<file path="config.mk">
export PLATFORM = sky130hd
export DESIGN_NAME = insn_encoder
export DESIGN_NICKNAME = d
export VERILOG_FILES = /design/src/rtl/insn_encoder.sv
export SDC_FILE = /design/constraint.sdc
export NUM_CORES = 1
export LEC_CHECK = 0
export ABC_AREA = 1
export CORE_MARGIN = 8
export CORE_UTILIZATION = 40
export CTS_BUF_LIST = sky130_fd_sc_hd__clkbuf_4 sky130_fd_sc_hd__clkbuf_8 sky130_fd_sc_hd__clkbuf_16
export CTS_CLUSTER_SIZE = 14
export DETAILED_ROUTE_END_ITERATION = 8
export GPL_TIMING_DRIVEN = 0
export PLACE_DENSITY = 0.76
export SYNTH_ARGS = -nofsm -noshare
export SYNTH_HDL_FRONTEND = slang
export SYNTH_SLANG_ARGS = --single-unit
</file>
<file path="constraint.sdc">
create_clock -name clk -period 6.4 [get_ports clk]
set_input_delay 1.28 -clock clk [delete_from_list [all_inputs] [get_ports clk]]
set_output_delay 1.28 -clock clk [all_outputs]
set_load 0.005 [all_outputs]
</file>
<file path="src/rtl/insn_encoder.sv">
// insn_encoder
//
// Turns RV32I field sets (lw, sw, and, or, add, sub) into 32-bit instruction words and writes
// them in order into instruction memory, starting at word address 0.
//
// Ports:
//   clk, rst_n         clock; synchronous active-low reset
//   clear              restart fill at address 0, flush buffer, clear flags
//   in_valid/in_ready  field-set handshake (transfer when both high)
//   in_op              0=lw 1=sw 2=and 3=or 4=add 5=sub, 6/7 illegal
//   in_rd/rs1/rs2      register indices
//   in_imm             12-bit signed offset (lw/sw only)
//   imem_we            write strobe (buffer non-empty)
//   imem_ready         memory accepts the write this cycle
//   imem_addr          word address (number of words already written)
//   imem_wdata         encoded word at the buffer head
//   full               DEPTH words have been written
//   err_illegal        sticky: an illegal op was accepted
//
// Configuration macro INSN_ENCODER_ILLEGAL_NOP_EN:
//   defined   -> illegal ops are written as NOP (0x00000013)
//   undefined -> illegal ops complete the handshake but are dropped
// err_illegal is set in both cases.
//
// DEPTH must not exceed 2**ADDR_W.

module insn_encoder #(
  parameter int unsigned ADDR_W = 8,
  parameter int unsigned DEPTH  = 256
) (
  input  logic              clk,
  input  logic              rst_n,
  input  logic              clear,
  input  logic              in_valid,
  output logic              in_ready,
  input  logic [2:0]        in_op,
  input  logic [4:0]        in_rd,
  input  logic [4:0]        in_rs1,
  input  logic [4:0]        in_rs2,
  input  logic [11:0]       in_imm,
  output logic              imem_we,
  input  logic              imem_ready,
  output logic [ADDR_W-1:0] imem_addr,
  output logic [31:0]       imem_wdata,
  output logic              full,
  output logic              err_illegal
);

  localparam logic [6:0]  OpcLoad  = 7'b0000011;
  localparam logic [6:0]  OpcStore = 7'b0100011;
  localparam logic [6:0]  OpcReg   = 7'b0110011;
  localparam logic [31:0] NopWord  = 32'h0000_0013;

  // The fill counter needs one extra bit so it can hold DEPTH itself.
  localparam logic [ADDR_W:0]   DepthCnt = (ADDR_W + 1)'(DEPTH);
  localparam logic [ADDR_W+1:0] DepthSum = (ADDR_W + 2)'(DEPTH);

  // ---------------------------------------------------------------------------------------------
  // State
  // ---------------------------------------------------------------------------------------------
  logic [31:0]     bufQ [2];
  logic [31:0]     bufD [2];
  logic            rdPtrQ, rdPtrD;
  logic            wrPtrQ, wrPtrD;
  logic [1:0]      occQ, occD;
  logic [ADDR_W:0] countQ, countD;
  logic            errQ, errD;

  // ---------------------------------------------------------------------------------------------
  // Field encoder
  // ---------------------------------------------------------------------------------------------
  logic [31:0] encWord;
  logic        encLegal;

  always_comb begin
    encWord  = NopWord;
    encLegal = 1'b1;
    case (in_op)
      3'd0:    encWord = {in_imm, in_rs1, 3'b010, in_rd, OpcLoad};
      3'd1:    encWord = {in_imm[11:5], in_rs2, in_rs1, 3'b010, in_imm[4:0], OpcStore};
      3'd2:    encWord = {7'b0000000, in_rs2, in_rs1, 3'b111, in_rd, OpcReg};
      3'd3:    encWord = {7'b0000000, in_rs2, in_rs1, 3'b110, in_rd, OpcReg};
      3'd4:    encWord = {7'b0000000, in_rs2, in_rs1, 3'b000, in_rd, OpcReg};
      3'd5:    encWord = {7'b0100000, in_rs2, in_rs1, 3'b000, in_rd, OpcReg};
      default: begin
        encWord  = NopWord;
        encLegal = 1'b0;
      end
    endcase
  end

  // ---------------------------------------------------------------------------------------------
  // Handshake and write-port control
  // ---------------------------------------------------------------------------------------------
  logic              flush;
  logic              notEmpty;
  logic [ADDR_W+1:0] fillSum;
  logic              accept;
  logic              pushEn;
  logic              popEn;

  assign flush    = !rst_n || clear;
  assign notEmpty = (occQ != 2'd0);

  // Words already written plus words still buffered; admission stops once this reaches DEPTH
  // so the memory can never be overrun.
  assign fillSum  = {1'b0, countQ} + {{ADDR_W{1'b0}}, occQ};

  assign in_ready = !flush && (occQ < 2'd2) && (fillSum < DepthSum);
  assign accept   = in_valid && in_ready;

`ifdef INSN_ENCODER_ILLEGAL_NOP_EN
  assign pushEn   = accept;
`else
  assign pushEn   = accept && encLegal;
`endif

  // No write may retire in a clear/reset cycle even if the buffer still holds words.
  assign imem_we     = !flush && notEmpty;
  assign popEn       = imem_we && imem_ready;

  assign imem_addr   = countQ[ADDR_W-1:0];
  assign imem_wdata  = notEmpty ? bufQ[rdPtrQ] : 32'h0;
  assign full        = (countQ == DepthCnt);
  assign err_illegal = errQ;

  // ---------------------------------------------------------------------------------------------
  // Next state
  // ---------------------------------------------------------------------------------------------
  always_comb begin
    bufD   = bufQ;
    rdPtrD = rdPtrQ;
    wrPtrD = wrPtrQ;
    occD   = occQ;
    countD = countQ;
    errD   = errQ;

    if (clear) begin
      rdPtrD = 1'b0;
      wrPtrD = 1'b0;
      occD   = 2'd0;
      countD = '0;
      errD   = 1'b0;
    end else begin
      if (popEn) begin
        rdPtrD = ~rdPtrQ;
        countD = countQ + 1'b1;
      end

      if (pushEn) begin
        bufD[wrPtrQ] = encWord;
        wrPtrD       = ~wrPtrQ;
      end

      // Push and pop together leave occupancy unchanged; pointers keep the order.
      case ({pushEn, popEn})
        2'b10:   occD = occQ + 2'd1;
        2'b01:   occD = occQ - 2'd1;
        default: occD = occQ;
      endcase

      if (accept && !encLegal) begin
        errD = 1'b1;
      end
    end
  end

  // ---------------------------------------------------------------------------------------------
  // Registers (synchronous reset)
  // ---------------------------------------------------------------------------------------------
  always_ff @(posedge clk) begin
    if (!rst_n) begin
      bufQ[0] <= 32'h0;
      bufQ[1] <= 32'h0;
      rdPtrQ  <= 1'b0;
      wrPtrQ  <= 1'b0;
      occQ    <= 2'd0;
      countQ  <= '0;
      errQ    <= 1'b0;
    end else begin
      bufQ    <= bufD;
      rdPtrQ  <= rdPtrD;
      wrPtrQ  <= wrPtrD;
      occQ    <= occD;
      countQ  <= countD;
      errQ    <= errD;
    end
  end

endmodule

</file>
# ---- Yosys cells after proc, flatten, opt, wreduce, memory -nomap -nowiden
# Index checks and enable logic that the tools add are counted.
dict set report word_totals {
  register_bits 78
}
dict set report classes {
  eq_ne 8
  magnitude_cmp 5
  n_addsub 4
  n_mux 10
  bitwise 6
  n_reduce_logical 18
}
# op count
set ops {}
lappend ops {{$pmux W32 S6} 1}
lappend ops {{$mux W32} 5}
lappend ops {{$bwmux W64} 1}
lappend ops {{$demux W32 S1} 1}
lappend ops {{$add A9 B2 Y10} 1}
lappend ops {{$lt A10 B9 Y1 const B} 1}
lappend ops {{$add A9 B1 Y9 const B} 1}
lappend ops {{$eq A9 B9 Y1 const B} 1}
lappend ops {{$logic_and A1 B1 Y1} 8}
lappend ops {{$eq A3 B2 Y1 const B} 2}
lappend ops {{$eq A3 B3 Y1 const B} 2}
lappend ops {{$reduce_or A6 Y1} 1}
lappend ops {{$ge A2 B2 Y1 const B} 2}
lappend ops {{$not A1 Y1} 4}
lappend ops {{$not A1 Y2} 2}
lappend ops {{$pmux W2 S2} 1}
lappend ops {{$reduce_bool A2 Y1} 2}
lappend ops {{$eq A3 B1 Y1 const B} 1}
lappend ops {{$logic_not A1 Y1} 3}
lappend ops {{$logic_not A3 Y1} 1}
lappend ops {{$add A2 B1 Y2 const B} 1}
lappend ops {{$eq A2 B1 Y1 const B} 1}
lappend ops {{$eq A2 B2 Y1 const B} 1}
lappend ops {{$lt A2 B1 Y1 const B} 1}
lappend ops {{6 further kinds} 6}

# ---- Logic depth before layout (Yosys ltp)
# Gate-level depths: netlist of the first run.
dict set report logic_depth {
  word_depth 9
  depth_mapped 11
  ltp_nobuf 10
}

# ---- Least setup slack after synthesis of the first run
# No wires, ideal clock.
dict set report synth_path {
  path_type {input-to-output}
  from {input port clear}
  to {output port in_ready}
  required_ns 5.120
  arrival_ns 1.679
  n_path_buf 0
  path_slack_ns 3.441
  stages 5
  cell_sequence {inv_1 -> nand2_2 -> nor2_4 -> nand2_1 -> inv_1}
}
dict set report synth_between {
  elab_chain_len 4
}
# element line_no
set synth_rtl {}
lappend synth_rtl {{from (decl)} 33} ;# input logic clear,
lappend synth_rtl {{$logic_or A1 B1 Y1} 102} ;# assign flush = !rst_n || clear;
lappend synth_rtl {{$logic_not A1 Y1} 109} ;# assign in_ready = !flush && (occQ < 2'd2) && (fillSum < DepthSum);
lappend synth_rtl {{$logic_and A1 B1 Y1 (2 in a row)} 109}
lappend synth_rtl {{to (decl)} 35} ;# output logic in_ready,
# Every way passes these cells.

# ---- Worst setup path in the final report of the first run
dict set report layout_path {
  from {input port rst_n}
  to {output port in_ready}
}
dict set report layout_between {
  elab_chain_len 5
}
# element line_no
set layout_rtl {}
lappend layout_rtl {{from (decl)} 32} ;# input logic rst_n,
lappend layout_rtl {{$logic_not A1 Y1} -}
lappend layout_rtl {{$logic_or A1 B1 Y1} 102}
lappend layout_rtl {{$logic_not A1 Y1} 109}
lappend layout_rtl {{$logic_and A1 B1 Y1 (2 in a row)} 109}
# Every way passes these cells.

==> impl_metrics.csv, run 1 <==
group,metric,value,unit
status,status,"complete, no violations",
clocking,cts_buffers,9,
power,pwr-share-comb,10.6,%
clocking,ctsResizeCount,0,
power,sequentialPowerShare,45.7,%
setup_path,setup.worst_path.end_class,"output pin",
power,clock_power_share,43.7,%
yosys,syn-cell-area,3730,µm²
timing,fmax,0.251,GHz
yosys,netlist-cell-type-count,28,
power,leakagePower,2.04,nW
global_route,grt_pass1_vias,3593,
clocking,clk_pin_slew,70,ps
clocking,cts_tree,"built",
place,portBuffers,75,
timing,clock_skew,10.1,ps
power,p_sw,0.000235,W
clocking,root_buffer,"clkbuf_8",
yosys,async_flop_share,0,%
detailed_routing,routed_via_density,4.84,
timing,grt_setup_unrepaired,"no",
detailed_routing,drt_iter0_markers,303,
detailed_routing,dr.pass1.iters,5,
finish,nNetsFinal,722,
power,ir_drop,112,µV
timing,tns,0,ps
finish,syn_to_final_growth,30.4,%
power,swShare,23.9,%
place,gp_congestion,0.839,
global_route,grt_usage,16.5,%
clocking,ctsHoldBuffers,0,
clocking,cts_sinks,70,
finish,num_antenna_cells,0,
clocking,insertion_delay,350,ps
yosys,postSynthCellCount,589,
yosys,yosysSeqAreaShare,37.6,%
timing,tightestPinTransition,869,ps
yosys,ys_seq_elements,70,
yosys,synth_ff_type,"dfxtp_1",
detailed_routing,ant_nets,0,
place,dp_hpwl,7840,µm
global_route,grt_pass1_wl,17000,µm
timing,whs,466,ps
timing,finalCriticalPeriod,3990,ps
detailed_routing,routed_wl,10500,µm
yosys,ys.warnings.count,0,
finish,finalInstanceArea,4860,µm²
clocking,post_cts_buffers,0,
floorplan,num_rows,35,
setup_path,start_kind,"input port",
yosys,synth_edf_count,0,
timing,post-route-period-util,62.3,%
power,p_int,0.000747,W
clocking,htree_levels,3,
timing,setup_viol,0,
min_path,hold_path_class,"flop to flop",
setup_path,cp_max_fo,6,
detailed_routing,drc,0,
floorplan,die-area,12700,µm²
global_route,antenna_found_initial,0,
global_route,grt_start_max_net_pins,13,
timing,drv_slew,0,
floorplan,die_h,113,µm
power,pwr_density_cell,202,nW/µm²
finish,drive_gt1_share,6.61,%
timing,hold_viol_final,0,
run,drv_cap,0,
floorplan,die_w,113,µm
floorplan,start_util,40.7,%
setup_path,crit_type,"input port to output pin",
timing,timing.slew.headroom,41.6,%
yosys,avgSynthCellArea,6.33,µm²
detailed_routing,num_vias,3830,
setup_path,crit_required,5120,ps
floorplan,coreArea,9150,µm²
clocking,clock_path_buffers,2,
detailed_routing,wl_per_cell,13.3,µm
setup_path,worst_ep_arrival_time,2710,ps
place,dpl-instance-area,4620,µm²
global_route,globalRouteOverflowTotal,0,
floorplan,ios,79,
-- per-stage QoR --
stage / std cells / setup WS [ps] / utilization [%] / power (W)
2_1_floorplan: 591 / 3440 / - / 0.000518
3_3_place_gp: 777 / 2420 / 50.5 / 0.000559
3_5_place_dp: 777 / 2410 / 50.5 / 0.000562
4_1_cts: 792 / 2390 / 53.1 / 0.000981
5_1_grt: 792 / 2330 / 53.1 / 0.00102
6_report: 792 / 2410 / 53.1 / 0.000982
-- cell families (layout without fill, tap and decap cells) --
logic type | Yosys count | in the layout | synth area share, %
AO/OA/AOI/OAI | 68 | 68 | 10.2
XOR/XNOR | 1 | 1 | 0.235
adder cells (fa/ha/maj) | 10 | 10 | 3.36
AND/OR/NAND/NOR | 363 | 363 | 39.1
other | 1 | 3 | 0.101
flip-flops | 70 | 70 | 37.6
buffers and inverters | 76 | 166 | 9.43
-- state kept, by name (all words and copies together), names as in the netlist --
signal	flops
rdPtrQ	1
err_illegal	1
bufQ	56
countQ	9
wrPtrQ	1
occQ	2
-- critical path, stage by stage --
cell	delay, ps
clkdlybuf4s50_1	490
nand2_2	120
nor2_4	160
nand2_1	70
inv_1	70
clkdlybuf4s50_1	510
-- power groups by stage --
stage                     logic [W]  registers, W  clock network (W)
after CTS                  0.000103      0.000449           0.000429
after global routing       0.000115      0.000450           0.000453
after floorplan           0.0000601      0.000458                  0
after global placement     0.000101      0.000459                  0
final                      0.000104      0.000449           0.000429
after detailed placement   0.000103      0.000459                  0
-- layout by cell type (no fill, tap or decap), drive strengths merged, types with 2 or more instances in the layout --
cell and count:
buf 23, and2 7, bufinv 3, dfxtp 70, ha 10, a21oi 39
clkdlybuf4s50 75, inv 37, nand3 8, nor3 4, clkinv 2, o21ai 14
clkbuf 25, o21bai 13, conb 3, nand2 221, nand4 3, nor2 119
-- area by class of cell --
cell class | count | area [µm²]
buffer | 39 | 213
clock buffer | 9 | 124
clock inverter | 6 | 111
fill | 888 | 4290
inverter | 37 | 139
multi-input combinational | 445 | 1980
sequential | 70 | 1400
tap | 111 | 139
timing repair buffer | 75 | 751
-- routing by layer --
metal | track usage, % | vias to the layer above | routed length, µm
met5 | 0 | - | 0
met3 | 4.56 | 6 | 669
li1 | - | 1970 | -
met4 | 4.50 | 0 | 72
met2 | 29.1 | 121 | 5140
met1 | 19.1 | 1733 | 4650
-- synthesized netlist by cell type (all sizes together) (3+ instances only) --
master    n  area (µm²)
buf      23         153
nand3     8        40.0
dfxtp    70        1400
nor2    119         472
ha       10         125
inv      37         139
nand2   221         835
o21ai    14        70.1
nor3      4        20.0
clkbuf   16        60.1
nand4     3        40.0
o21bai   13        97.6
a21oi    39         195
and2      7        43.8
-- worst paths after layout --
check        slack (ps)          end        start  cells after the start
max                2410     in_ready        rst_n                      6
min                 470  err_illegal  err_illegal                      2
max reg2reg        4040      occQ[1]    countQ[1]                     11
min reg2reg         470  err_illegal  err_illegal                      2
(Power assumes the default switching activity.)
==> run 2: changes to the inputs <==
--- a/config.mk
+++ b/config.mk
@@ -12,7 +12,7 @@
 export CTS_CLUSTER_SIZE = 14
 export DETAILED_ROUTE_END_ITERATION = 8
 export GPL_TIMING_DRIVEN = 0
-export PLACE_DENSITY = 0.76
+export PLACE_DENSITY = 0.79
 export SYNTH_ARGS = -nofsm -noshare
 export SYNTH_HDL_FRONTEND = slang
 export SYNTH_SLANG_ARGS = --single-unit
==> constraint.sdc (replaced) <==
create_clock -name clk -period 3.5 [get_ports clk]
set_input_delay 0.7 -clock clk [delete_from_list [all_inputs] [get_ports clk]]
set_output_delay 0.7 -clock clk [all_outputs]
set_load 0.005 [all_outputs]
==> run 2 against run 1 <==
Compared with the run above:
- power grew 77%
- register-to-register slack lost 2800 ps
- clock power grew 71%
- non-clock buffer count is the same
- combinational power grew 82%
- via count grew 0.13%
- worst setup slack lost 2200 ps
- largest cell class unchanged
- largest power group unchanged
- highest routed layer unchanged
==> impl_metrics.csv, run 2 (synthesis results as in run 1) <==
group,metric,value,unit
floorplan,die_w,113,µm
finish,num_antenna_cells,0,
detailed_routing,drc,0,
clocking,clock_path_buffers,2,
finish,drive_gt1_share,6.74,%
finish,fillers,899,
timing,grt_setup_unrepaired,"no",
detailed_routing,drt_iter0_markers,388,
floorplan,num_rows,35,
place,dp_hpwl,7900,µm
setup_path,crit_buf_inv,5,
clocking,clk_pin_slew,80,ps
global_route,grt_usage,16.5,%
setup_path,slowest_delay,490,ps
timing,whs,463,ps
floorplan,ios,79,
global_route,grt_pass1_vias,3726,
detailed_routing,num_vias,3835,
global_route,antenna_found_initial,0,
clocking,ctsHoldBuffers,0,
timing,finalCriticalPeriod,3270,ps
timing,clock_skew,8.79,ps
setup_path,start_kind,"flop",
finish,largest_reg_flops,56,
timing,post-route-period-util,93.4,%
setup_path,crit_type,"flop to output pin",
floorplan,coreArea,9150,µm²
setup_path,cp_max_fo,10,
floorplan,start_util,40.7,%
clocking,insertion_delay,360,ps
setup_path,crit_required,2800,ps
global_route,grt_pass1_wl,16900,µm
power,ir_drop,210,µV
min_path,hold_path_class,"flop to flop",
finish,nNetsFinal,722,
timing,tightestPinTransition,840,ps
timing,fmax,0.306,GHz
status,status,"complete, no violations",
timing,tns,0,ps
timing,drv_slew,0,
finish,biggestRegsByFlops,"bufQ (56), countQ (9), occQ (2)",
setup_path,worstPathCellList,"clkbuf_1 -> inv_1 -> clkbuf_1 -> a211oi_1 -> buf_4 -> clkdlybuf4s50_1",
floorplan,die_h,113,µm
clocking,root_buffer,"clkbuf_8",
detailed_routing,ant_nets,0,
clocking,cts_tree,"built",
clocking,htree_levels,3,
timing,hold_viol_final,0,
detailed_routing,wl_per_cell,13.1,µm
detailed_routing,routed_wl,10400,µm
finish,largest-register,"bufQ",
timing,setup_viol,0,
detailed_routing,dr.pass1.iters,5,
finish,final_cell_mix,"nand2_1 (219), nor2_1 (115), clkdlybuf4s50_1 (75)",
power,leakagePower,2.03,nW
clocking,ctsResizeCount,0,
global_route,grt_start_max_net_pins,14,
place,gp_congestion,0.848,
timing,timing.slew.headroom,43.6,%
setup_path,setup.worst_path.end_class,"output pin",
power,pwr_density_cell,360,nW/µm²
setup_path,cpLargestDelayFamily,"buffers and inverters",
clocking,cts_sinks,70,
setup_path,cpMostUsedCell,"clkbuf_1",
detailed_routing,routed_via_density,4.84,
setup_path,crit_path_top_delay_cell,"clkdlybuf4s50_1",
clocking,post_cts_buffers,0,
setup_path,worst_ep_arrival_time,2570,ps
place,portBuffers,75,
global_route,globalRouteOverflowTotal,0,
finish,final_common_cell,"nand2_1",
floorplan,die-area,12700,µm²
finish,syn_to_final_growth,30.0,%
run,drv_cap,0,
clocking,cts_buffers,9,
## run 2: changes by cell type in the layout (fill, tap and decap cells not counted), sizes merged
cell	previous run	this run
bufinv	3	2
inv	37	38
clkinvlp	1	2
## run 2: worst reg2reg max path, cell delays in order (launching register included)
cell and delay (ps):
dfxtp_1 420, ha_1 270, nand3_1 80, nand2_1 50
nand3_1 120, nand4_4 210, buf_2 270, ha_1 330
a21oi_1 110, o21ai_0 110, o21ai_0 160, a21oi_1 50
## run 2: where the power goes
| part | total (W) | switching, W | internal [W] |
|---|---|---|---|
| registers | 0.000821 | 0.00000842 | 0.000813 |
| logic | 0.000189 | 0.000105 | 0.0000835 |
| clock network | 0.000733 | 0.000330 | 0.000403 |
## run 2: final timing paths
kind | cells past startpoint | from | slack (ps) | end
worst max-delay path | 6 | rdPtrQ | 230 | imem_wdata[1]
worst max register to register | 11 | countQ[1] | 1200 | occQ[1]
worst min register to register | 2 | bufQ[33] | 460 | bufQ[33]
worst min-delay path | 2 | bufQ[33] | 460 | bufQ[33]
## run 2: final cells by class
class | count | area (µm²) | area share (%)
buffer | 39 | 213 | 4.39
clock buffer | 9 | 124 | 2.56
clock inverter | 7 | 97.6 | 2.01
inverter | 37 | 139 | 2.87
multi-input combinational | 445 | 1980 | 40.9
sequential | 70 | 1400 | 28.9
tap | 111 | 139 | 2.87
timing repair buffer | 75 | 751 | 15.5
## run 2: layer usage
layer  track usage [%]  wire [µm]
met4              7.73        266
met1              18.6       4480
met2              28.1       4990
met5                 0          0
met3              4.72        656
## run 2: metrics by stage
stage	instance area (µm²)	total power, W	std cells	utilization, %	worst slack [ps]
global placement	4620	0.00102	777	50.5	466
global route	4850	0.00181	793	52.9	36.5
floorplan	3730	0.000947	591	-	1300
finish	4850	0.00174	793	52.9	229
CTS	4850	0.00174	793	52.9	237
detailed placement	4620	0.00103	777	50.5	428
